===== src/rtl/resize_pipe_if.sv =====
// resize_pipe_if: valid/ready bus between a beat source/checker (master) and resize_pipe (slave).
// Ports: in_valid/in_ready/in_data/in_signed    - input beat handshake and per-lane signedness
//        out_valid/out_ready/out_data/out_ovf   - head-of-FIFO beat handshake and per-lane overflow
//        ovf_sticky/ovf_clr                     - accumulated overflow flags and their clear
//        count                                  - FIFO occupancy
interface resize_pipe_if #(
    parameter int IN_W     = 9,
    parameter int OUT_W    = 6,
    parameter int CHANNELS = 2,
    parameter int DEPTH    = 4
);
    logic                      in_valid;
    logic                      in_ready;
    logic [CHANNELS*IN_W-1:0]  in_data;
    logic [CHANNELS-1:0]       in_signed;
    logic                      out_valid;
    logic                      out_ready;
    logic [CHANNELS*OUT_W-1:0] out_data;
    logic [CHANNELS-1:0]       out_ovf;
    logic [CHANNELS-1:0]       ovf_sticky;
    logic                      ovf_clr;
    logic [$clog2(DEPTH):0]    count;
    modport master (
        output in_valid, in_data, in_signed, out_ready, ovf_clr,
        input  in_ready, out_valid, out_data, out_ovf, ovf_sticky, count
    );
    modport slave (
        input  in_valid, in_data, in_signed, out_ready, ovf_clr,
        output in_ready, out_valid, out_data, out_ovf, ovf_sticky, count
    );
endinterface


===== src/rtl/resize_pipe.sv =====
// resize_pipe: per-lane sign/zero-extend or truncate, buffered in a DEPTH-entry valid/ready FIFO.
// Ports: clk   - rising-edge clock
//        rst_n - synchronous active-low reset
//        bus   - resize_pipe_if.slave (input beat, output beat, overflow flags, occupancy)
// Option: define RESIZE_SAT_EN to saturate overflowing narrowed lanes instead of wrapping.
module resize_pipe #(
    parameter int IN_W     = 9,
    parameter int OUT_W    = 6,
    parameter int CHANNELS = 2,
    parameter int DEPTH    = 4
) (
    input logic          clk,
    input logic          rst_n,
    resize_pipe_if.slave bus
);
    localparam int AW = $clog2(DEPTH);
    localparam int DW = CHANNELS * OUT_W;
    localparam logic [AW:0] FULL = (AW+1)'(DEPTH);

    logic [DW-1:0]       r_data [DEPTH];
    logic [CHANNELS-1:0] r_ovf  [DEPTH];
    logic [AW-1:0]       r_wptr;
    logic [AW-1:0]       r_rptr;
    logic [AW:0]         r_count;
    logic [CHANNELS-1:0] r_sticky;
    logic [DW-1:0]       w_conv;
    logic [CHANNELS-1:0] w_conv_ovf;
    logic                w_push;
    logic                w_pop;

    assign bus.in_ready   = r_count != FULL;
    assign bus.out_valid  = r_count != '0;
    // Stored entries are not reset, so the head is masked while empty.
    assign bus.out_data   = bus.out_valid ? r_data[r_rptr] : '0;
    assign bus.out_ovf    = bus.out_valid ? r_ovf[r_rptr] : '0;
    assign bus.ovf_sticky = r_sticky;
    assign bus.count      = r_count;
    assign w_push = bus.in_valid && bus.in_ready;
    assign w_pop  = bus.out_valid && bus.out_ready;

    for (genvar g = 0; g < CHANNELS; g++) begin : g_lane
        logic [IN_W-1:0] w_x;
        assign w_x = bus.in_data[g*IN_W +: IN_W];
        if (OUT_W > IN_W) begin : g_wide
            assign w_conv[g*OUT_W +: OUT_W] = {{(OUT_W-IN_W){bus.in_signed[g] & w_x[IN_W-1]}}, w_x};
            assign w_conv_ovf[g] = 1'b0;
        end else if (OUT_W == IN_W) begin : g_same
            assign w_conv[g*OUT_W +: OUT_W] = w_x;
            assign w_conv_ovf[g] = 1'b0;
        end else begin : g_narrow
            logic [OUT_W-1:0]      w_trunc;
            logic [IN_W-OUT_W-1:0] w_disc;
            logic                  w_ovf;
            assign w_trunc = w_x[OUT_W-1:0];
            assign w_disc  = w_x[IN_W-1:OUT_W];
            // Signed narrowing is lossless only if the dropped bits all copy the new sign bit.
            assign w_ovf = bus.in_signed[g] ? (w_disc != {(IN_W-OUT_W){w_trunc[OUT_W-1]}}) : |w_disc;
            assign w_conv_ovf[g] = w_ovf;
`ifdef RESIZE_SAT_EN
            localparam logic [OUT_W-1:0] MSB = OUT_W'(1) << (OUT_W - 1);
            // Signed saturation follows the sign of the original input, not of the truncated result.
            assign w_conv[g*OUT_W +: OUT_W] = !w_ovf ? w_trunc :
                                              !bus.in_signed[g] ? {OUT_W{1'b1}} :
                                              w_x[IN_W-1] ? MSB : ~MSB;
`else
            assign w_conv[g*OUT_W +: OUT_W] = w_trunc;
`endif
        end
    end

    always_ff @(posedge clk) begin
        if (w_push) begin
            r_data[r_wptr] <= w_conv;
            r_ovf[r_wptr]  <= w_conv_ovf;
        end
    end

    always_ff @(posedge clk) begin
        if (!rst_n) begin
            r_wptr   <= '0;
            r_rptr   <= '0;
            r_count  <= '0;
            r_sticky <= '0;
        end else begin
            if (w_push) r_wptr <= r_wptr + AW'(1);
            if (w_pop) r_rptr <= r_rptr + AW'(1);
            r_count  <= r_count + (AW+1)'(w_push) - (AW+1)'(w_pop);
            r_sticky <= bus.ovf_clr ? '0 : w_pop ? (r_sticky | bus.out_ovf) : r_sticky;
        end
    end
endmodule


===== src/flat_wrapper.sv =====
// flat-port wrapper written by rule: the top's interface ports become plain ports
module resize_pipe_flat 
#(
    parameter int IN_W     = 9,
    parameter int OUT_W    = 6,
    parameter int CHANNELS = 2,
    parameter int DEPTH    = 4
)
  (clk, rst_n, bus_in_valid, bus_in_data, bus_in_signed, bus_out_ready, bus_ovf_clr, bus_in_ready, bus_out_valid, bus_out_data, bus_out_ovf, bus_ovf_sticky, bus_count);
  resize_pipe_if #(.IN_W(IN_W), .OUT_W(OUT_W), .CHANNELS(CHANNELS), .DEPTH(DEPTH)) bus_i ();
  input logic clk;
  input logic rst_n;
  input wire logic [$bits(bus_i.in_valid)-1:0] bus_in_valid;
  input wire logic [$bits(bus_i.in_data)-1:0] bus_in_data;
  input wire logic [$bits(bus_i.in_signed)-1:0] bus_in_signed;
  input wire logic [$bits(bus_i.out_ready)-1:0] bus_out_ready;
  input wire logic [$bits(bus_i.ovf_clr)-1:0] bus_ovf_clr;
  output wire logic [$bits(bus_i.in_ready)-1:0] bus_in_ready;
  output wire logic [$bits(bus_i.out_valid)-1:0] bus_out_valid;
  output wire logic [$bits(bus_i.out_data)-1:0] bus_out_data;
  output wire logic [$bits(bus_i.out_ovf)-1:0] bus_out_ovf;
  output wire logic [$bits(bus_i.ovf_sticky)-1:0] bus_ovf_sticky;
  output wire logic [$bits(bus_i.count)-1:0] bus_count;
  assign bus_i.in_valid = bus_in_valid;
  assign bus_i.in_data = bus_in_data;
  assign bus_i.in_signed = bus_in_signed;
  assign bus_i.out_ready = bus_out_ready;
  assign bus_i.ovf_clr = bus_ovf_clr;
  assign bus_in_ready = bus_i.in_ready;
  assign bus_out_valid = bus_i.out_valid;
  assign bus_out_data = bus_i.out_data;
  assign bus_out_ovf = bus_i.out_ovf;
  assign bus_ovf_sticky = bus_i.ovf_sticky;
  assign bus_count = bus_i.count;
  resize_pipe #(.IN_W(IN_W), .OUT_W(OUT_W), .CHANNELS(CHANNELS), .DEPTH(DEPTH)) u_core (.clk(clk), .rst_n(rst_n), .bus(bus_i));
endmodule

===== config.mk =====
export PLATFORM = sky130hd
export DESIGN_NAME = resize_pipe_flat
export DESIGN_NICKNAME = d
export VERILOG_FILES = /design/src/rtl/resize_pipe_if.sv /design/src/rtl/resize_pipe.sv /design/src/flat_wrapper.sv
export SDC_FILE = /design/constraint.sdc
export NUM_CORES = 1
export LEC_CHECK = 0
export ABC_CLOCK_PERIOD_IN_PS = 2800
export CAP_MARGIN = 20
export CORE_MARGIN = 10
export CORE_UTILIZATION = 52
export DETAILED_ROUTE_END_ITERATION = 10
export PLACE_DENSITY = 0.77
export SLEW_MARGIN = 20
export SYNTH_ARGS = -nofsm -noshare
export SYNTH_HDL_FRONTEND = slang
export SYNTH_SLANG_ARGS = --single-unit

===== constraint.sdc =====
create_clock -name clk -period 2.8 [get_ports clk]
set_input_delay 0.56 -clock clk [delete_from_list [all_inputs] [get_ports clk]]
set_output_delay 0.56 -clock clk [all_outputs]
set_load 0.1 [all_outputs]

After elaboration in Yosys (flattened, before gate mapping)
Memories as Yosys holds them, arrays and structs flattened. A register that Yosys moved wholly into a read port is not among the register bits.
Cells that the tools add are included.

operators by class
  muxes and demuxes = 10
  bitwise operators = 2
  multiply operators = 0
  add/sub/neg operators = 4
  reduce and logical (&&, ||, !) cells = 6
  divide/modulo/power cells = 0
  order comparisons = 0
  shift-type cells = 0
  equality and inequality tests = 3

operator list
  cell                                                           number
  12-bit two-way mux                                             1
  2-bit two-way mux                                              5
  3-bit != test                                                  2
  3-bit OR reduction                                             2
  2-bit by 1-bit adder with 2-bit output, second input constant  2
  1-bit two-way mux                                              4
  3-bit by 1-bit adder with 3-bit output                         1
  3-bit != test, second input constant                           1
  3-bit nonzero test                                             1
  3-bit by 1-bit subtractor with 3-bit output                    1
  1-bit logical AND                                              2
  2-bit OR                                                       1
  2-bit OR reduction                                             1
  1-bit NOT                                                      1

word-level totals
  memories = 2
  input port bits = 25
  memory bits (writable) = 56
  word-level logic and storage cells = 31
  latch bits = 0
  bits in read-only memories = 0
  flip-flop bits (word level) = 9

memories
  name           words  width  rd ports  clocked after Yosys merged registers in  write ports  line               text
  u_core.r_data  4      12     1         1                                        1            resize_pipe.sv:20  logic [DW-1:0] r_data [DEPTH];
  u_core.r_ovf   4      2      1         1                                        1            resize_pipe.sv:21  logic [CHANNELS-1:0] r_ovf [DEPTH];

Longest topological paths before layout
Gate-level depths: netlist of the first run.

  depth in word-level cells = 4
  depth in mapped cells = 9

Worst setup path before layout of the first run
Ideal clock, no wire load.

  path kind = register -> output
  from = reg u_core.r_count[1] (netlist: u_core.bus.count[1])
  to = out bus_out_data[0]
  cell stages (with the launch flop) = 3
  path buffers = 0
  data required time = 2.240 ns
  setup slack = -0.453 ns
  arrival = 2.693 ns
  cells stage by stage = dfxtp_1 -> nor3_2 -> nor2b_1

between the ends
  longest elaborated chain between the ends = 2

RTL lines
  item                      line                text
  start: declaration        resize_pipe.sv:24   logic [AW:0] r_count;
  start signal: assignment  resize_pipe.sv:87   r_count <= r_count + (AW+1)'(w_push) - (AW+1)'(w_pop);
  3-bit nonzero test        resize_pipe.sv:32   assign bus.out_valid = r_count != '0;
  12-bit two-way mux        resize_pipe.sv:34   assign bus.out_data = bus.out_valid ? r_data[r_rptr] : '0;
  end: declaration          flat_wrapper.sv:20  output wire logic [$bits(bus_i.out_data)-1:0] bus_out_data;

No other way between the ends.

==> results of run 1 <==
[synth_stat cells]
cell,count,area [um2]
edfxtp_1,56,1682
nor2b_4,10,137.6
inv_1,7,26.28
a31oi_1,2,12.51
dfxtp_1,11,220.2
inv_2,2,7.510
buf_2,1,5.000
and3_1,6,37.54
buf_4,1,7.510
nor3_2,1,10.01
nor3_1,1,5.000
a21oi_1,4,20.02
a2111oi_0,2,17.52
o31a_1,1,8.760
xnor2_1,1,8.760
buf_12,1,20.02
xor2_1,2,17.52
buf_6,1,11.26
nor3b_2,1,12.51
nand3_1,2,10.01
nor2_1,8,30.03
o21ai_0,2,10.01
nor2b_1,4,25.02
and2_1,2,12.51
o311ai_1,1,8.760
fa_1,1,20.02
mux4_2,14,315.3
ha_1,6,75.07
nand2b_1,1,6.260
[worst max-delay path: stages (launching register included)]
cell and delay [ps]:
dfxtp_1 330, buf_4 230, mux4_2 580, nor2b_1 190, buf_12 180
[path summary, 6_finish.rpt]
| check | from | endpoint | slack (ps) | cells after the start |
|---|---|---|---|---|
| max reg2reg | u_core.bus.count[1] | u_core.bus.count[2] | 550 | 9 |
| max | flip-flop | bus_out_ovf[0] | 410 | 4 |
| min reg2reg | u_core.bus.ovf_sticky[0] | u_core.bus.ovf_sticky[0] | 500 | 2 |
| min | u_core.bus.ovf_sticky[0] | u_core.bus.ovf_sticky[0] | 500 | 2 |
[cell families after synthesis]
family | synth area share (%)
adder cells (fa/ha/maj) | 3.420
AND/OR/NAND/NOR | 10.31
XOR/XNOR | 0.9453
AO/OA/AOI/OAI | 2.790
flip-flops | 68.41
buffers and inverters | 2.790
multiplexers | 11.34
[metal layers]
metal  vias to the layer above  global-route usage, %
li1                        705                      -
met2                        36                  22.02
met1                       747                  14.43
met4                         0                  4.627
met5                         -                      0
met3                         3                  4.077
[cell type report]
class	count	area (um2)	area share [%]
Tap cell	70	87.58	2.419
Timing Repair Buffer	54	640.6	17.69
Multi-Input combinational cell	72	807.0	22.29
Sequential cell	67	1902	52.52
Clock buffer	16	150.1	4.147
Inverter	9	33.78	0.9330
[sequential cells by signal (all words and copies together) (netlist names), named ones only]
| name | count |
|---|---|
| u_core.r_data | 48 |
| u_core.r_rptr | 2 |
| u_core.bus.count | 3 |
| u_core.r_wptr | 2 |
| u_core.r_ovf | 8 |
| u_core.bus.ovf_sticky | 2 |
[metrics by stage]
step / std cells / setup slack, ps / hold WS, ps
5_1_grt: 288 / 315.3 / 548.7
2_1_floorplan: 152 / -452.8 / 483.7
3_3_place_gp: 272 / 230.3 / 469.3
3_5_place_dp: 272 / 92.83 / 499.4
4_1_cts: 288 / 375.7 / 515.0
6_report: 288 / 409.2 / 502.9
==> out/summary.txt, run 1 <==
Status -> finished clean
First-pass GRT wire length -> 8404 um
Yosys cell types -> 29
Synthesized area -> 0.002780 mm2
Cell Area, Placed -> 0.003471 mm2
Clock Path Buffers -> 2
Setup tns final -> 0 ps
Vias per cell -> 5.177
Vias in the first global route -> 1656
DPL Wire Length -> 3800 um
Slew Viols, Final -> 0
M1 WL -> 2263 um
IO buf count -> 45
Highest metal used -> met4
Hold_buf cts -> 0
Root Buffer -> clkbuf_8
DRT Wirelength -> 5199 um
P&R area growth vs syn -> 30.24%
# DRC -> 0
Crit end category -> output port
Commonest non-fill, non-tap cell in the layout -> edfxtp_1
Starting Density -> 54.09%
Worst hold path type -> reg2reg
Max_cap viols -> 0
Design Area, Final -> 0.003621 mm2
Tmin final -> 2391 ps
Final core occ -> 70.45%
ANT nets after route -> 0
Pin count of the biggest net entering global routing -> 15
Tcrit/Tclk final -> 85.39%
Commonest cells after routing, fill and taps aside -> 56 x edfxtp_1, 24 x clkdlybuf4s50_1, 16 x buf_4, 14 x mux4_2, 14 x buf_12
Die Ht -> 93.12 um
Final hold vios -> 0
Met3 WL -> 198 um
Sequential area share after synthesis -> 68.41%
Syn avg cell area -> 18.29 um2
RSZ-0062 raised after global routing -> false
Total setup buffers inserted after CTS -> 0
Worst Path Max Fanout -> 10
Num CTS Buffers -> 9
Fillers -> 367
Post-Syn Nets -> 184
Clock skew -> 4.391 ps
Slew HR -> 61.71%
Fmax -> 418.3 MHz
GR Overflow Total -> 0
CTS tree -> yes
Core Box Area -> 0.005140 mm2
IO Count -> 46
Worst Setup Start Kind -> flip-flop
GRT Resource Usage Total -> 12.73%
Antenna Cells -> 0
Met2 Wirelength -> 2724 um
Crit path kind -> reg2out
Synth Warn # -> 0
Fraction of layout cells with a size suffix above 1 -> 30.73%
Worst EP arrival -> 1830 ps
Slew at the pin closest to its max-slew limit -> 559.9 ps
Htree depth -> 3
Clk sink count -> 67
Die Footprint -> 0.008671 mm2
Finish-stage setup viols -> 0
FP Rows -> 26
Initial antenna violation count -> 0
Initial DRC count -> 88
Seq cells post-synth -> 67
Final nets -> 245
Worst Path Required -> 2240 ps
Worst skew pair latency -> 320 ps
Die width -> 93.12 um
Final Wtd Congestion -> 0.7167
Pre-antenna DRT Iters -> 4
Synthesized netlist cell count -> 152
Post-CTS sizing -> 0
DR WL/cell -> 18.05 um
DR vias -> 1491
Clk slew on worst S/H paths -> 60 ps
Power of run 1 is not shown: default switching activity piles up to over one toggle a cycle in this logic, so the estimate is an artifact.
==> inputs of run 2 (changes only) <==
- GPL_TIMING_DRIVEN: not set -> 0
==> run 2 against run 1 <==
- cell count down 1.7%
- worst setup slack got worse by 290 ps
- via count is 0.27% higher
- non-clock buffer count decreased by 5
- clock skew up 3.9 ps
- global-route usage increased by 0.11 points
- critical endpoint unchanged
==> out/summary.txt, run 2 (same netlist as run 1, synthesis figures left out) <==
Grt peak-use layer -> met2
Non-filler cells, final -> 283 (-1.7%)
Vias per cell -> 5.283 (+2.0%)
# DRC -> 0 (unchanged)
Final nets -> 240 (-2.0%)
Final Wtd Congestion -> 0.7490 (+4.5%)
Die Ht -> 93.12 um (unchanged)
Hold_buf cts -> 0 (unchanged)
Cell Area, Placed -> 0.003318 mm2 (-4.4%)
Antenna Cells -> 0 (unchanged)
Pin count of the biggest net entering global routing -> 15 (unchanged)
Pre-antenna DRT Iters -> 4 (unchanged)
Worst Path Max Fanout -> 5 (-5)
Fmax -> 373.3 MHz (-11%)
Commonest non-fill, non-tap cell in the layout -> edfxtp_1
Tcrit/Tclk final -> 95.66% (+10 points)
Worst skew pair latency -> 320 ps (about the same)
Fraction of layout cells with a size suffix above 1 -> 25.82% (-4.9 points)
R2R Setup Slk -> 510 ps (-40 ps)
Slew HR -> 34.07% (-28 points)
FF-to-FF End -> u_core.bus.count[2]
Num CTS Buffers -> 9 (unchanged)
Hold path endpoint -> u_core.bus.ovf_sticky[1]
RSZ-0062 raised after global routing -> false
Inst Count DP -> 267 (-1.8%)
First-pass GRT wire length -> 8528 um (+1.5%)
IO buf count -> 45 (unchanged)
Clk slew on worst S/H paths -> 70 ps (about the same)
GRT met1 Usage -> 12.80% (-1.6 points)
DPL Wire Length -> 3743 um (-1.5%)
Design Area, Final -> 0.003507 mm2 (-3.1%)
Core Box Area -> 0.005140 mm2 (unchanged)
Htree depth -> 3 (unchanged)
Starting Density -> 54.09% (unchanged)
Hold Path Depth -> 2 (unchanged)
Met2 Usage GRT -> 23.77% (+1.8 points)
P&R area growth vs syn -> 26.15%
Final hold vios -> 0 (unchanged)
Critical path's largest stage delay -> 870 ps (+290 ps)
Slew Viols, Final -> 0 (unchanged)
Tmin final -> 2678 ps (+287.7 ps)
Finish-stage setup viols -> 0 (unchanged)
Worst hold path type -> reg2reg
Reg2reg start -> u_core.bus.count[1]
Reg with most FFs -> u_core.r_data
Max_cap viols -> 0 (unchanged)
Slew at the pin closest to its max-slew limit -> 985.9 ps (+426.0 ps)
DRT Wirelength -> 5261 um (+1.2%)
DR vias -> 1495 (+0.27%)
Max FFs per register -> 48 (unchanged)
Die Footprint -> 0.008671 mm2 (unchanged)
Worst Path Required -> 2240 ps (about the same)
Min-delay src -> u_core.bus.ovf_sticky[1]
GRT Resource Usage Total -> 12.85% (+0.11 points)
Worst Setup Start Kind -> flip-flop
IO Count -> 46 (unchanged)
GR Overflow Total -> 0 (unchanged)
Crit end category -> output port
DR WL/cell -> 18.59 um (+3.0%)
R2R depth -> 9 (unchanged)
Crit path cell chain -> buf_6, mux4_2, nor2b_1, dlygate4sd2_1
Initial DRC count -> 96 (+9.1%)
Crit-path slowest cell -> dlygate4sd2_1
Root Buffer -> clkbuf_8
Clk sink count -> 67 (unchanged)
Vias in the first global route -> 1730 (+4.5%)
Met3 Usage GRT -> 4.077% (unchanged)
Clock skew -> 8.301 ps (+3.910 ps)
Commonest cells after routing, fill and taps aside -> 56 x edfxtp_1, 29 x clkdlybuf4s50_1, 14 x mux4_2, 11 x dfxtp_1
ANT nets after route -> 0 (unchanged)
Status -> finished clean
FP Rows -> 26 (unchanged)
Initial antenna violation count -> 0 (unchanged)
Clock Path Buffers -> 2 (unchanged)
Worst EP arrival -> 2120 ps (+290 ps)
CTS tree -> yes
Die width -> 93.12 um (unchanged)
Crit path kind -> reg2out
## run 2: changes by cell type in the layout (fill, tap and decap cells not counted), moves of 2 or more
| cell | before | now |
|---|---|---|
| clkbuf_1 | 7 | 3 |
| clkbuf_2 | 0 | 2 |
| dlygate4sd2_1 | 0 | 5 |
| buf_12 | 14 | 1 |
| clkdlybuf4s50_1 | 24 | 29 |
| clkdlybuf4s15_2 | 0 | 9 |
| buf_4 | 16 | 1 |
## run 2: stage by stage
| step | worst slack [ps] | TNS [ps] | utilization [%] | hold slack [ps] |
|---|---|---|---|---|
| floorplan | -452.8 | -1811 | - | 483.7 |
| global placement | -177.0 | -1676 | 64.56 | 457.8 |
| detailed placement | -136.8 | -1283 | 64.56 | 477.4 |
| CTS | -104.7 | -104.7 | 68.38 | 488.4 |
| global route | 33.51 | 0 | 68.23 | 513.7 |
| finish | 121.5 | 0 | 68.23 | 475.0 |
## run 2: area by class of cell
class | instances | area [um2]
Buffer | 4 | 43.79
Clock inverter | 3 | 38.79
Inverter | 9 | 33.78
Fill cell | 365 | 1633
Clock buffer | 13 | 148.9
Multi-Input combinational cell | 72 | 807.0
Timing Repair Buffer | 45 | 445.4
Tap cell | 70 | 87.58
Sequential cell | 67 | 1902
## run 2: how the worst max path moves through the flow
stage / start / end / slack (ps) / cells past startpoint
after floorplan: u_core.bus.count[1] / bus_out_data[0] / -450 / 2
after global placement: u_core.bus.count[1] / bus_out_data[5] / -180 / 4
after detailed placement: u_core.bus.count[1] / bus_out_data[5] / -140 / 4
after CTS: flip-flop / bus_out_data[5] / -100 / 4
after global routing: flip-flop / bus_out_ovf[0] / 30 / 4
final: flip-flop / bus_out_ovf[0] / 120 / 4
## run 2: repair_timing
action,4_1_cts,5_1_grt
gates resized for setup,35,4
setup endpoints to repair,16,2
endpoints found under the hold margin,0,0
setup buffers,0,0
## run 2: layer usage
layer,share of wire [%],wire (um)
met4,0.72,38
met1,39,2032
met3,5.5,288
met5,0,0
met2,55,2902
## run 2: worst max-delay path: cells and delay by family, from the launching register on
kind / cells / cell delay, ps
buffers and inverters: 2 / 1000
muxes: 1 / 360
DFF: 1 / 310
and+or+nand+nor: 1 / 140
Power of run 2 is left out for the same reason.
==> variant 1 (flow settings as in run 2) <==
`CHANNELS` is set to 2 in 3 places; all go to 4.
--- a/src/rtl/resize_pipe_if.sv
+++ b/src/rtl/resize_pipe_if.sv
@@ -6,7 +6,7 @@
 interface resize_pipe_if #(
     parameter int IN_W     = 9,
     parameter int OUT_W    = 6,
-    parameter int CHANNELS = 2,
+    parameter int CHANNELS = 4,
     parameter int DEPTH    = 4
 );
     logic                      in_valid;
--- a/src/rtl/resize_pipe.sv
+++ b/src/rtl/resize_pipe.sv
@@ -6,7 +6,7 @@
 module resize_pipe #(
     parameter int IN_W     = 9,
     parameter int OUT_W    = 6,
-    parameter int CHANNELS = 2,
+    parameter int CHANNELS = 4,
     parameter int DEPTH    = 4
 ) (
     input logic          clk,
--- a/src/flat_wrapper.sv
+++ b/src/flat_wrapper.sv
@@ -3,7 +3,7 @@
 #(
     parameter int IN_W     = 9,
     parameter int OUT_W    = 6,
-    parameter int CHANNELS = 2,
+    parameter int CHANNELS = 4,
     parameter int DEPTH    = 4
 )
   (clk, rst_n, bus_in_valid, bus_in_data, bus_in_signed, bus_out_ready, bus_ovf_clr, bus_in_ready, bus_out_valid, bus_out_data, bus_out_ovf, bus_ovf_sticky, bus_count);
Ports: changed (5 resized); port bits go from 46 to 82. The function was not compared with the original's and may differ.
==> variant 1 against run 2 <==
- utilization is 2.2 points higher
- final area increased by 86%
- highest routed layer unchanged
- cell count grew 75%
- sequential cell count up 58
- setup slack lost 0.027 ns
- routed wire length rose by 96%
- area after synthesis increased by 78%
- critical path depth up 1
- die area is 59% higher
- critical path type unchanged
Power is not shown: default switching activity piles up to over one toggle a cycle in this logic, so the estimate is an artifact.
==> variant 1: results (changes against run 2) <==
non-clock buffer count 90 (+84%); Rel. slew slack 34.1% (+0.057 points); post-CTS setup buffers 0 (unchanged); Synth Area in Compound Gates 2.38% (-0.41 points); dpl ws -0.666 ns (-0.529 ns); top cells by area, synth edfxtp_1 (68%), mux4_2 (10%), dfxtp_1 (5.3%), mux4_1 (3.2%), nor2b_1 (3.0%); largest net degree at the start of global routing 29 (+14); via count 2715 (+82%); fraction of area in registers 55.7% (+1.5 points); IO buf count 81 (+80%); vias in the first global route 2987 (+73%); routed len/inst 20.9 um (+13%); area share of xor/xnor cells in the synthesized design 0.532% (-0.41 points); Cell variety after synth 30 (+3.4%); post-DP HPWL 6330 um (+69%); most flop-heavy register u_core.r_data; clk_buf instances 17 (+4); CP Max Fanout 10 (+5); Slew Viols, Final 0 (unchanged); Largest register FFs 96 (+100%); non-clk buf share 12.7% (-1.3 points); Syn Nets 305 (+66%); H-tree levels 4 (+1); area of the multi-input gates 0.00129 sq mm (+60%); layout cells sized above 1 32.1% (+6.2 points); hold worst-path end u_core.bus.ovf_sticky[2]; layout net count 405 (+69%); top cells by count, synth edfxtp_1 (112), nor2b_1 (24), mux4_2 (22); WP data arrival 2.15 ns (+0.03 ns); ClkCell Share 8.84% (+3.5 points); Clock Skews 0.00581 ns (-0.00249 ns); reg-to-reg startpoint u_core.bus.count[2]; clk_lat worst skew 0.51 ns (+0.19 ns); Synth Area in Adders 1.92% (-1.5 points); hold path startpoint u_core.bus.ovf_sticky[2]; total CTS buffers 17 (+8); r2r setup slk 0.64 ns (+0.13 ns); status complete, no violations; register area share after synthesis 73.3% (+4.9 points); RePlAce Congestion 0.785 (+4.8%); first-pass GRT wire length 16600 um (+95%); post-synthesis mux area share 13.2% (+1.9 points); hold_ws 0.472 ns (-0.00281 ns); fillcell total 592 (+62%); Seq cells 125 (+87%); EDFF count, synth 112 (+100%); Multi-In Gates 110 (+53%); # resized after CTS 152 (+330%); total track usage 15.6% (+2.8 points); Iteration-0 DRC Markers 148 (+54%)
==> variant 1: through the flow <==
| step | cell area, sq um | utilization, % | instances | TNS, ns |
|---|---|---|---|---|
| final | 6510 | 70.5 | 494 | 0 |
| after global routing | 6510 | 70.5 | 494 | 0 |
| after floorplan | 5020 | - | 253 | -1.28 |
| after CTS | 6480 | 70.2 | 494 | -0.151 |
| after global placement | 5990 | 64.9 | 463 | -7.04 |
| after detailed placement | 5990 | 64.9 | 463 | -7.07 |
==> variant 1: cell families after synthesis <==
kind of cell             after synthesis
multiplexers                          28
flip-flops                           125
adder cells (fa/ha/maj)                7
AO/OA/AOI/OAI                         18
buffers and inverters                 18
XOR/XNOR                               3
AND/OR/NAND/NOR                       54
==> variant 1: worst max-delay path by stage <==
| stage | start | to | slack (ns) | cells past startpoint |
|---|---|---|---|---|
| 3_3_place_gp | u_core.bus.count[1] | bus_out_data[9] | -0.68 | 5 |
| 4_1_cts | flip-flop | bus_out_data[9] | -0.15 | 5 |
| 5_1_grt | flip-flop | bus_out_data[10] | 0.002 | 5 |
| 2_1_floorplan | u_core.bus.count[1] | bus_out_data[14] | -0.14 | 3 |
| 6_report | flip-flop | bus_out_data[10] | 0.09 | 5 |
| 3_5_place_dp | u_core.bus.count[1] | bus_out_data[6] | -0.67 | 5 |
==> variant 1: per-layer routing <==
layer	global-route usage (%)	up-vias	part of all wire (%)
li1	-	1226	-
met1	18.0	1390	42
met2	26.5	83	51
met3	4.94	16	5.3
met4	6.18	0	1.3
met5	0	-	0
==> variant 1: critical path: stages, from the launching register on <==
cell	delay, ns
dfxtp_1	0.32
buf_6	0.18
buf_12	0.17
mux4_2	0.50
nor2b_2	0.16
buf_2	0.29
==> variant 2 (settings of run 2) <==
Without the edit above. Make the reset (`rst_n`) asynchronous in one clocked block. Comments in the files are not updated.
--- a/src/rtl/resize_pipe.sv
+++ b/src/rtl/resize_pipe.sv
@@ -75,7 +75,7 @@
         end
     end
 
-    always_ff @(posedge clk) begin
+    always_ff @(posedge clk or negedge rst_n) begin
         if (!rst_n) begin
             r_wptr   <= '0;
             r_rptr   <= '0;
Formal check against the unedited RTL: differs if rst_n is asserted again (counterexample within 4 cycles, from zero or initial values and one cycle with rst_n low); with rst_n held inactive, the same outputs for 10 cycles.
==> variant 2 against run 2 <==
- sequential cell count fell by 2
- routed wire length up 0.48%
- register-to-register slack gained 0.04 ns
- fmax about the same
- final area fell by 1.1%
- setup slack lost 0.00089 ns
- critical path depth increased by 1
- die area down 1.8%
- area after synthesis fell by 2.3%
- global-route usage grew 0.41 points
- critical endpoint is now bus_out_data[5]
Power is not shown: default switching activity piles up to over one toggle a cycle in this logic, so the estimate is an artifact.
==> variant 2: results (changes against run 2) <==
Crit path largest cell delay 0.50 ns (-0.37 ns); slowest CP cell mux4_2; Period Utilization, post-route 95.7% (about the same); post-route insts no fill 268 (-5.3%); Iteration-0 DRC Markers 108 (+13%); vias in the first global route 1611 (-6.9%); via count 1409 (-5.8%); first-pass GRT wire length 8380 um (-1.7%); design area 0.00347 sq mm (-1.1%); hold worst-path end u_core.bus.ovf_sticky[0]; worst r2r dst u_core.bus.count[2]; Cell variety after synth 25 (-14%); r2r setup slk 0.55 ns (+0.04 ns); Placed Area 0.00326 sq mm (-1.8%); layout cells sized above 1 29.3% (+3.5 points); routed len/inst 19.7 um (+6.1%); fillcell total 358 (-1.9%); routed length on met2 2920 um (+0.59%); RePlAce Congestion 0.698 (-6.9%); M1 GR Usage 12.9% (+0.10 points); status complete, no violations; top cells by area, synth edfxtp_1 (62%), mux4_2 (12%), dfrtp_1 (8.3%), nor2b_4 (4.1%), ha_1 (2.8%); layout net count 225 (-6.3%); total track usage 13.3% (+0.41 points); Synth Area in Compound Gates 2.21% (-0.58 points); Worst-Margin Slew 1.01 ns (+0.0198 ns); CP Max Fanout 10 (+5); reg2reg path depth 8 (-1); hold path startpoint u_core.bus.ovf_sticky[0]; top cells by count, synth edfxtp_1 (56), mux4_2 (14), dfrtp_1 (9); post-DP HPWL 3630 um (-2.9%); dpl ws -0.147 ns (-0.0102 ns); met2 usage 23.5% (-0.24 points); Worst Setup EP bus_out_data[5]; Clock Skews 0.00424 ns (-0.00406 ns)
## variant 2: cell count changes after synthesis, sizes merged, moves of 3 or more
cell   delta
dfrtp     +9
and3      -4
dfxtp    -11
xnor2     +3
nor2      -5
## variant 2: critical path, delay by kind of cell (launching register included)
family        cells  cell delay, ns
flops             1            0.36
simple gates      1            0.13
buf+inv           3            0.80
mux               1            0.50
## variant 2: cell type report
| cell class | count | area share [%] |
|---|---|---|
| clock buffer | 14 | 4.98 |
| sequential | 65 | 55.0 |
| inverter | 7 | 0.757 |
| tap | 70 | 2.52 |
| buffer | 4 | 1.33 |
| clock inverter | 2 | 1.01 |
| multi-input combinational | 61 | 21.6 |
| timing repair buffer | 45 | 12.9 |
## variant 2: cells by family (layout without fill, tap and decap cells)
kind of cell	after synthesis	count (layout)
compound gates	8	8
xor+xnor	5	5
fa+ha+maj	7	7
buf+inv	11	72
flops	65	65
mux	15	15
simple gates	26	26
## variant 2: what timing repair did
item,CTS,global route
endpoints found under the setup margin,15,14
hold buffers,0,0
gates resized for setup,37,11
